$ cat config.mk
export PLATFORM = sky130hd
export DESIGN_NAME = vc_pop_arbiter
export DESIGN_NICKNAME = d
export VERILOG_FILES = /design/src/rtl/vc_pop_arbiter_pkg.sv /design/src/rtl/vc_route_demux.sv /design/src/rtl/vc_pop_arbiter.sv
export SDC_FILE = /design/constraint.sdc
export NUM_CORES = 1
export LEC_CHECK = 0
export ABC_AREA = 1
export ABC_CLOCK_PERIOD_IN_PS = 1450
export CAP_MARGIN = 25
export CORE_ASPECT_RATIO = 1.25
export CORE_UTILIZATION = 35
export CTS_BUF_LIST = sky130_fd_sc_hd__clkbuf_16
export DETAILED_ROUTE_END_ITERATION = 10
export GPL_TIMING_DRIVEN = 0
export PLACE_DENSITY = 0.74
export SYNTH_ARGS = -nofsm -noshare
export SYNTH_HDL_FRONTEND = slang
export SYNTH_SLANG_ARGS = --single-unit
$ cat constraint.sdc
create_clock -name clk -period 1.45 [get_ports clk]
set_input_delay 0.2175 -clock clk [delete_from_list [all_inputs] [get_ports clk]]
set_output_delay 0.2175 -clock clk [all_outputs]
set_load 0.05 [all_outputs]
$ cat src/rtl/vc_pop_arbiter_pkg.sv
// Shared types and constants for the VC read-side arbiter
// and the VC/destination FIFOs around it.
package vc_pop_arbiter_pkg;

  localparam int VC_DATA_WIDTH = 6;
  localparam int VC_DEST_BIT   = 4;
  localparam int VC_CNT_WIDTH  = 8;

  typedef enum logic [2:0] {
    ST_RESET  = 3'd0,
    ST_INIT   = 3'd1,
    ST_IDLE   = 3'd2,
    ST_ACTIVE = 3'd3,
    ST_ERROR  = 3'd4
  } state_t;

  localparam logic SRC_VC0 = 1'b0;
  localparam logic SRC_VC1 = 1'b1;

endpackage

$ cat src/rtl/vc_route_demux.sv
// Routes the returned VC word to D0 or D1 by its header bit.
// Output is zero and both enables low when nothing is in flight.
module vc_route_demux
  import vc_pop_arbiter_pkg::*;
#(
  parameter int DATA_WIDTH = VC_DATA_WIDTH,
  parameter int DEST_BIT   = VC_DEST_BIT
) (
  input  logic                  inflight,
  input  logic                  src_sel,
  input  logic [DATA_WIDTH-1:0] vc0_data,
  input  logic [DATA_WIDTH-1:0] vc1_data,
  output logic [DATA_WIDTH-1:0] data_out,
  output logic                  d0_wr_en,
  output logic                  d1_wr_en
);

  logic [DATA_WIDTH-1:0] word;

  always_comb begin
    word     = '0;
    data_out = '0;
    d0_wr_en = 1'b0;
    d1_wr_en = 1'b0;
    if (inflight) begin
      word     = (src_sel == SRC_VC1) ? vc1_data : vc0_data;
      data_out = word;
      d0_wr_en = !word[DEST_BIT];
      d1_wr_en = word[DEST_BIT];
    end
  end

endmodule

$ cat src/rtl/vc_pop_arbiter.sv
// Read-side arbiter for the VC0/VC1 FIFOs feeding D0/D1.
// Define VC_ARB_RR_EN for round-robin instead of VC0 priority.
module vc_pop_arbiter
  import vc_pop_arbiter_pkg::*;
#(
  parameter int DATA_WIDTH = VC_DATA_WIDTH,
  parameter int DEST_BIT   = VC_DEST_BIT,
  parameter int CNT_WIDTH  = VC_CNT_WIDTH
) (
  input  logic                  clk,
  input  logic                  reset,
  input  logic                  init,
  input  logic                  vc0_empty,
  input  logic                  vc1_empty,
  input  logic [DATA_WIDTH-1:0] vc0_data,
  input  logic [DATA_WIDTH-1:0] vc1_data,
  input  logic                  vc_error,
  input  logic                  d0_almost_full,
  input  logic                  d1_almost_full,
  output logic                  vc0_rd_en,
  output logic                  vc1_rd_en,
  output logic                  d0_wr_en,
  output logic                  d1_wr_en,
  output logic [DATA_WIDTH-1:0] data_out,
  output logic [2:0]            state,
  output logic                  idle,
  output logic [CNT_WIDTH-1:0]  d0_count,
  output logic [CNT_WIDTH-1:0]  d1_count
);

  state_t cur_st;
  state_t nxt_st;

  logic inflight;
  logic src_sel;
  logic not_bp;
  logic can_issue;
  logic pop;
  logic push_ok;

  // Destination is unknown until the word returns, so gate on both.
  assign not_bp = !d0_almost_full && !d1_almost_full;

  assign can_issue = ((cur_st == ST_IDLE) || (cur_st == ST_ACTIVE))
                   && !init && !vc_error && not_bp;

`ifdef VC_ARB_RR_EN
  logic last_grant;

  assign vc0_rd_en = can_issue && !vc0_empty
                   && (vc1_empty || (last_grant == SRC_VC1));
  assign vc1_rd_en = can_issue && !vc1_empty
                   && (vc0_empty || (last_grant == SRC_VC0));

  always_ff @(posedge clk or posedge reset) begin
    if (reset) begin
      last_grant <= SRC_VC1;
    end else if (pop) begin
      last_grant <= !last_grant;
    end
  end
`else
  assign vc0_rd_en = can_issue && !vc0_empty;
  assign vc1_rd_en = can_issue && vc0_empty && !vc1_empty;
`endif

  assign pop = vc0_rd_en || vc1_rd_en;

  always_ff @(posedge clk or posedge reset) begin
    if (reset) begin
      inflight <= 1'b0;
      src_sel  <= SRC_VC0;
    end else begin
      inflight <= pop;
      if (pop) begin
        src_sel <= vc1_rd_en ? SRC_VC1 : SRC_VC0;
      end
    end
  end

  // init drops the word that is still in flight.
  assign push_ok = inflight && !init;

  vc_route_demux #(
    .DATA_WIDTH (DATA_WIDTH),
    .DEST_BIT   (DEST_BIT)
  ) u_demux (
    .inflight (push_ok),
    .src_sel  (src_sel),
    .vc0_data (vc0_data),
    .vc1_data (vc1_data),
    .data_out (data_out),
    .d0_wr_en (d0_wr_en),
    .d1_wr_en (d1_wr_en)
  );

  always_ff @(posedge clk or posedge reset) begin
    if (reset) begin
      cur_st <= ST_RESET;
    end else begin
      cur_st <= nxt_st;
    end
  end

  always_comb begin
    nxt_st = cur_st;
    if (cur_st == ST_RESET) begin
      nxt_st = (vc_error && !init) ? ST_ERROR : ST_INIT;
    end else if (cur_st == ST_ERROR) begin
      nxt_st = ST_ERROR;
    end else if (init) begin
      nxt_st = ST_INIT;
    end else if (vc_error) begin
      nxt_st = ST_ERROR;
    end else begin
      case (cur_st)
        ST_INIT: nxt_st = ST_IDLE;
        ST_IDLE: begin
          if (pop) nxt_st = ST_ACTIVE;
        end
        ST_ACTIVE: begin
          if (!pop && !inflight) nxt_st = ST_IDLE;
        end
        default: nxt_st = cur_st;
      endcase
    end
  end

  always_ff @(posedge clk or posedge reset) begin
    if (reset) begin
      d0_count <= '0;
      d1_count <= '0;
    end else if (init) begin
      d0_count <= '0;
      d1_count <= '0;
    end else begin
      if (d0_wr_en) d0_count <= d0_count + 1'b1;
      if (d1_wr_en) d1_count <= d1_count + 1'b1;
    end
  end

  assign state = cur_st;
  assign idle  = (cur_st == ST_IDLE) && !inflight;

endmodule

==> metrics.cfg, run 1 <==
[run_status]
status = complete, but fails checks
violations = negative setup slack

[job]
cap_violations = 0

[yosys]
synth_top_area_frac = 0.415
ys_seq_elements = 21
async_reset_ff_frac = 1.00
yosys-top-cells-count = 42 x nand2_1, 28 x inv_1, 21 x dfrtp_1
netlist_area_um2 = 1270
synth_area_per_cell_um2 = 7.24
yosysTopAreaCell = dfrtp_1
synth_flop_cell = dfrtp_1
yosysMostFrequentCell = nand2_1
synth_edf_count = 0
synth_nets = 197
synth.area.top_cells = dfrtp_1 42%, nand2_1 12%, inv_1 8.3%, nor2_1 5.0%, a21oi_1 4.7%
yosys_warnings = 0
synthCells = 175
synth-seq-area-share = 0.415
yosysUniqueCellTypes = 28

[place]
port_buffers = 49
dp_cells = 263
dp_hpwl_um = 2140
place.gp.congestion = 0.780

[worst_setup_path]
criticalPathCategory = reg -> out
path_max_fanout = 5
arrival_ns = 1.32
r2r_cells = 9
endpoint_kind = output pin
cp-start-kind = register
cp_data_required_time_ns = 1.23

[finish]
regArea_um2 = 534
final_util = 0.620
diodes = 0
instances_no_fill = 282
synthToLayoutAreaGrowth_pct = 70.6
drive_gt1_frac = 0.305
nFillCells = 300
fin_nets = 266
multi_input_area_um2 = 742

[detailed_routing]
top_layer = met4
drcViolationCount = 0
drtIter0Drc = 75
post_drt_wl_per_cell_um = 12.8
drtAntennaViolNets = 0
wl_met1_um = 1400
detail_route.vias_per_cell = 5.16
dr_wl_met2_um = 2030
dr_wl_met3_um = 127
firstDrtPassIters = 6
routed_wl_um = 3600
vias = 1455

[power_and_ir_drop]
switching_share = 0.358
p_clk_frac = 0.299
powerDensity_nw_per_um2 = 904
power_leakage_nw = 1.11
ir_drop_mv = 0.726
p_sw_mw = 0.699
seqPwrFrac = 0.363
p_total_mw = 1.95
p_comb_frac = 0.338
power.internal_mw = 1.25

[cts]
cts_inserted_buffers = 3
ctsHoldBuffers = 0
clkTransAtPathRegs_ns = 0.06
worstSkewPairLatency_ns = 0.25
cts_root_buffer = clkbuf_16
cts_tree = yes
h-tree-depth = 1
cts_buffer_depth = 2
cts_sinks = 21

[sta]
period_minus_slack_ns = 1.54
fmax_mhz = 649
finalCritPeriodShare = 1.06
setup_violations = 11
tightest_slew_ns = 0.821
hold_viol = 0
maxSlewHeadroom = 0.452
fin_skew_ns = 0.00300
drv_slew = 0
rsz0062_at_grt = yes
finalWorstSetupSlack_ns = -0.0915

[floorplan]
core_um2 = 3480
fp.dieH_um = 69.2
start_util = 0.364
die_x_um = 55.8
die_area_um2 = 3860
ios = 50
fp-row-count = 24

[hold_path]
hold_class = in -> reg
whs_path_depth = 3

[global_route]
grt_pass1_vias = 1388
antenna_found_initial = 0
grt_start_max_net_pins = 22
grt.overflow.total = 0
grt_first_pass_wirelength_um = 5840
track_usage = 0.186

==> metrics by stage <==
step	setup slack (ns)	TNS [ns]	hold slack, ns	instance area, um^2
after global routing	-0.129	-1.29	0.391	2160
after detailed placement	-0.974	-14.14	0.525	1840
final	-0.0915	-0.649	0.372	2160
after floorplan	-0.0896	-0.0896	0.194	1300
after global placement	-0.968	-14.07	0.518	1840
after CTS	-0.0791	-0.265	0.467	2060
==> state kept, by name, indices dropped and copies added, names as in the netlist <==
name      flops
state         3
inflight      1
d0_count      8
src_sel       1
d1_count      8
==> path summary, 6_finish.rpt <==
| path | start | endpoint | slack [ns] |
|---|---|---|---|
| setup reg to reg | state[2] | state[0] | 0.01 |
| setup / recovery | src_sel | data_out[4] | -0.09 |
| max in group asynchronous | reset | d1_count[2] | 0.45 |
| hold / removal | init | d0_count[3] | 0.37 |
| hold reg to reg | d1_count[1] | d1_count[1] | 0.53 |
| min in group asynchronous | reset | d0_count[5] | 0.43 |
==> area by class of cell <==
class | count | area share
clock inverter | 1 | 0.00232
multi-input combinational | 121 | 0.344
inverter | 31 | 0.0603
tap | 39 | 0.0226
sequential | 21 | 0.247
clock buffer | 3 | 0.0348
timing repair buffer | 64 | 0.282
buffer | 2 | 0.00695
==> placed cells by master, fill, tap and decap left out, types with 4 or more instances in the layout <==
cell             netlist  final
buf_6                  0     10
nor2_1                17     12
buf_4                  1     14
nor2_4                 0      4
nand2_4                1      6
dfrtp_1               21     14
nand3_1               12     10
o21ai_0                9      9
a21oi_2                0      5
clkdlybuf4s50_1        0     17
dfrtp_2                0      7
dlygate4sd2_1          0     15
clkdlybuf4s15_1        0      4
inv_1                 28     24
a21oi_1               12      7
nand2_1               42     36
nand2_2                4      4
==> layer usage <==
layer	track usage	vias to the layer above
met1	0.217	697
li1	-	698
met5	0	-
met3	0.0224	8
met4	0.0889	0
met2	0.332	52
==> repair_timing <==
action | 4_1_cts | 5_1_grt
endpoints found under the hold margin | 0 | 0
endpoints found under the setup margin | 40 | 19
buffers inserted | 10 | 5
resized for setup | 124 | 19
pin swaps | 5 | 11
==> kinds of logic after synthesis <==
group / after synthesis / share of synthesized area
compound gates: 34 / 0.157
fa+ha+maj: 2 / 0.0198
buf+inv: 33 / 0.101
flops: 21 / 0.415
simple gates: 85 / 0.307
==> power groups by stage <==
stage | Clock [mW] | Sequential [mW] | Combinational [mW]
after floorplan | 0 | 0.804 | 0.209
after global placement | 0 | 0.708 | 0.482
after detailed placement | 0 | 0.707 | 0.485
after CTS | 0.593 | 0.704 | 0.559
after global routing | 0.619 | 0.717 | 0.694
final | 0.583 | 0.709 | 0.660
==> worst max-delay path: stages (launching register included) <==
cell and delay, ns:
dfrtp_2 0.45, inv_4 0.09, nand2_4 0.07, nand2_8 0.08, nand2_4 0.07, inv_6 0.08, buf_6 0.09, buf_8 0.13
No activity file was read; power rests on OpenSTA's default activity.
==> run 2, diff against run 1 <==
- CORE_MARGIN: default -> 10
==> metrics.cfg, run 2 (same netlist as run 1, synthesis figures left out) <==
[run_status]
status = complete, but fails checks
violations = negative setup slack

[hold_path]
whs_path_depth = 3
hold_class = in -> reg

[worst_setup_path]
criticalPathCategory = reg -> out
crit_chain = inv_4 -> nand2_4 -> nand2_8 -> nand2_8 -> inv_8 -> buf_6 -> buf_8
crit_top_cell = nand2_8
path_max_fanout = 4
cp-start-kind = register
path_depth = 7
endpoint_kind = output pin
critPathMaxStageDelay_ns = 0.45
path_delay_family = flip-flops
cp_data_required_time_ns = 1.23
r2r_cells = 9
path_buf_inv = 4
arrival_ns = 1.31
cp_slowest_cell = dfrtp_2

[cts]
cts_tree = yes
h-tree-depth = 1
cts_buffer_depth = 2
clkTransAtPathRegs_ns = 0.06
cts_inserted_buffers = 3
worstSkewPairLatency_ns = 0.25
cts_root_buffer = clkbuf_16
cts_sinks = 21
ctsHoldBuffers = 0

[finish]
multi_input_area_um2 = 721
final_cell_mix = 39 x nand2_1, 21 x inv_1, 19 x buf_4, 17 x clkdlybuf4s50_1, 14 x dfrtp_1
regArea_um2 = 534
instances_no_fill = 289
nFillCells = 288
post-route-cell-area_um2 = 2200
diodes = 0
drive_gt1_frac = 0.340
fin_nets = 273
synthToLayoutAreaGrowth_pct = 74.1
final_common_cell = nand2_1
final_util = 0.633

[sta]
rsz0062_at_grt = yes
period_minus_slack_ns = 1.52
maxSlewHeadroom = 0.441
setup_violations = 7
drv_slew = 0
hold_viol = 0
whs_ns = 0.384
fmax_mhz = 657
tns_ns = -0.360
finalWorstSetupSlack_ns = -0.0727
tightest_slew_ns = 0.838
fin_skew_ns = 0.00296
finalCritPeriodShare = 1.05

[floorplan]
die_area_um2 = 6440
die_x_um = 73.8
fp-row-count = 24
fp.dieH_um = 87.2
ios = 50
start_util = 0.364
core_um2 = 3480

[global_route]
antenna_found_initial = 0
grt_start_max_net_pins = 22
grt.overflow.total = 0
grt_pass1_vias = 1408
track_usage = 0.121
grt_first_pass_wirelength_um = 6430

[detailed_routing]
detail_route.vias_per_cell = 4.96
post_drt_wl_per_cell_um = 13.3
drcViolationCount = 0
drtAntennaViolNets = 0
vias = 1433
routed_wl_um = 3840
drtIter0Drc = 125
firstDrtPassIters = 4

[place]
place.gp.congestion = 0.795
dpl_worst_slack_ns = -0.993
port_buffers = 49
place_area_um2 = 1840
dp_cells = 263
dp_hpwl_um = 2730

[power_and_ir_drop]
power_leakage_nw = 1.11
ir_drop_mv = 0.783
p_total_mw = 1.94
powerDensity_nw_per_um2 = 882

[job]
cap_violations = 0

-- run 2: changes by cell type in the layout (fill, tap and decap cells not counted), sizes merged --
| cell | previous run | this run |
|---|---|---|
| buf | 27 | 34 |
| clkbuf | 5 | 7 |
| clkdlybuf4s15 | 5 | 4 |
| dlygate4sd2 | 15 | 13 |
| dlymetal6s2s | 0 | 1 |
-- run 2: path summary, 6_finish.rpt --
kind | startpoint | end | slack (ns)
worst min-delay path | init | d0_count[3] | 0.38
max in group asynchronous | reset | d1_count[0] | 0.44
worst max-delay path | src_sel | data_out[4] | -0.07
worst max register to register | src_sel | d1_count[6] | 0.04
min in group asynchronous | reset | inflight | 0.43
worst min register to register | d1_count[0] | d1_count[0] | 0.52
-- run 2: where the power goes --
| part | total, mW | internal [mW] | switching, mW |
|---|---|---|---|
| Sequential | 0.712 | 0.631 | 0.0812 |
| Combinational | 0.639 | 0.254 | 0.384 |
| Clock | 0.594 | 0.371 | 0.223 |
| Total | 1.94 | 1.26 | 0.689 |
-- run 2: area by class of cell --
type | instances | share of cell area
multi-input cells | 121 | 0.327
repair buffers | 71 | 0.305
flip-flops and latches | 21 | 0.242
inverters | 31 | 0.0602
clock buffers | 3 | 0.0341
well taps | 39 | 0.0221
plain buffers | 2 | 0.00681
clock inverters | 1 | 0.00227
-- run 2: layer usage --
layer / GRT usage / vias to the layer above / part of all wire
met5: 0 / - / 0
met4: 0.0424 / 0 / 0.021
met3: 0.0365 / 6 / 0.084
met2: 0.214 / 52 / 0.52
met1: 0.131 / 661 / 0.38
li1: - / 714 / -
-- run 2: worst min-delay path, stage by stage --
cell,delay [ns]
clkbuf_2,0.22
a21oi_1,0.07
o21a_1,0.10
-- run 2: timing repair --
item                                    in CTS  in global routing
setup buffers                               12                 10
pin swaps                                    7                 11
gates resized for setup                    131                 20
endpoints found under the setup margin      40                 25
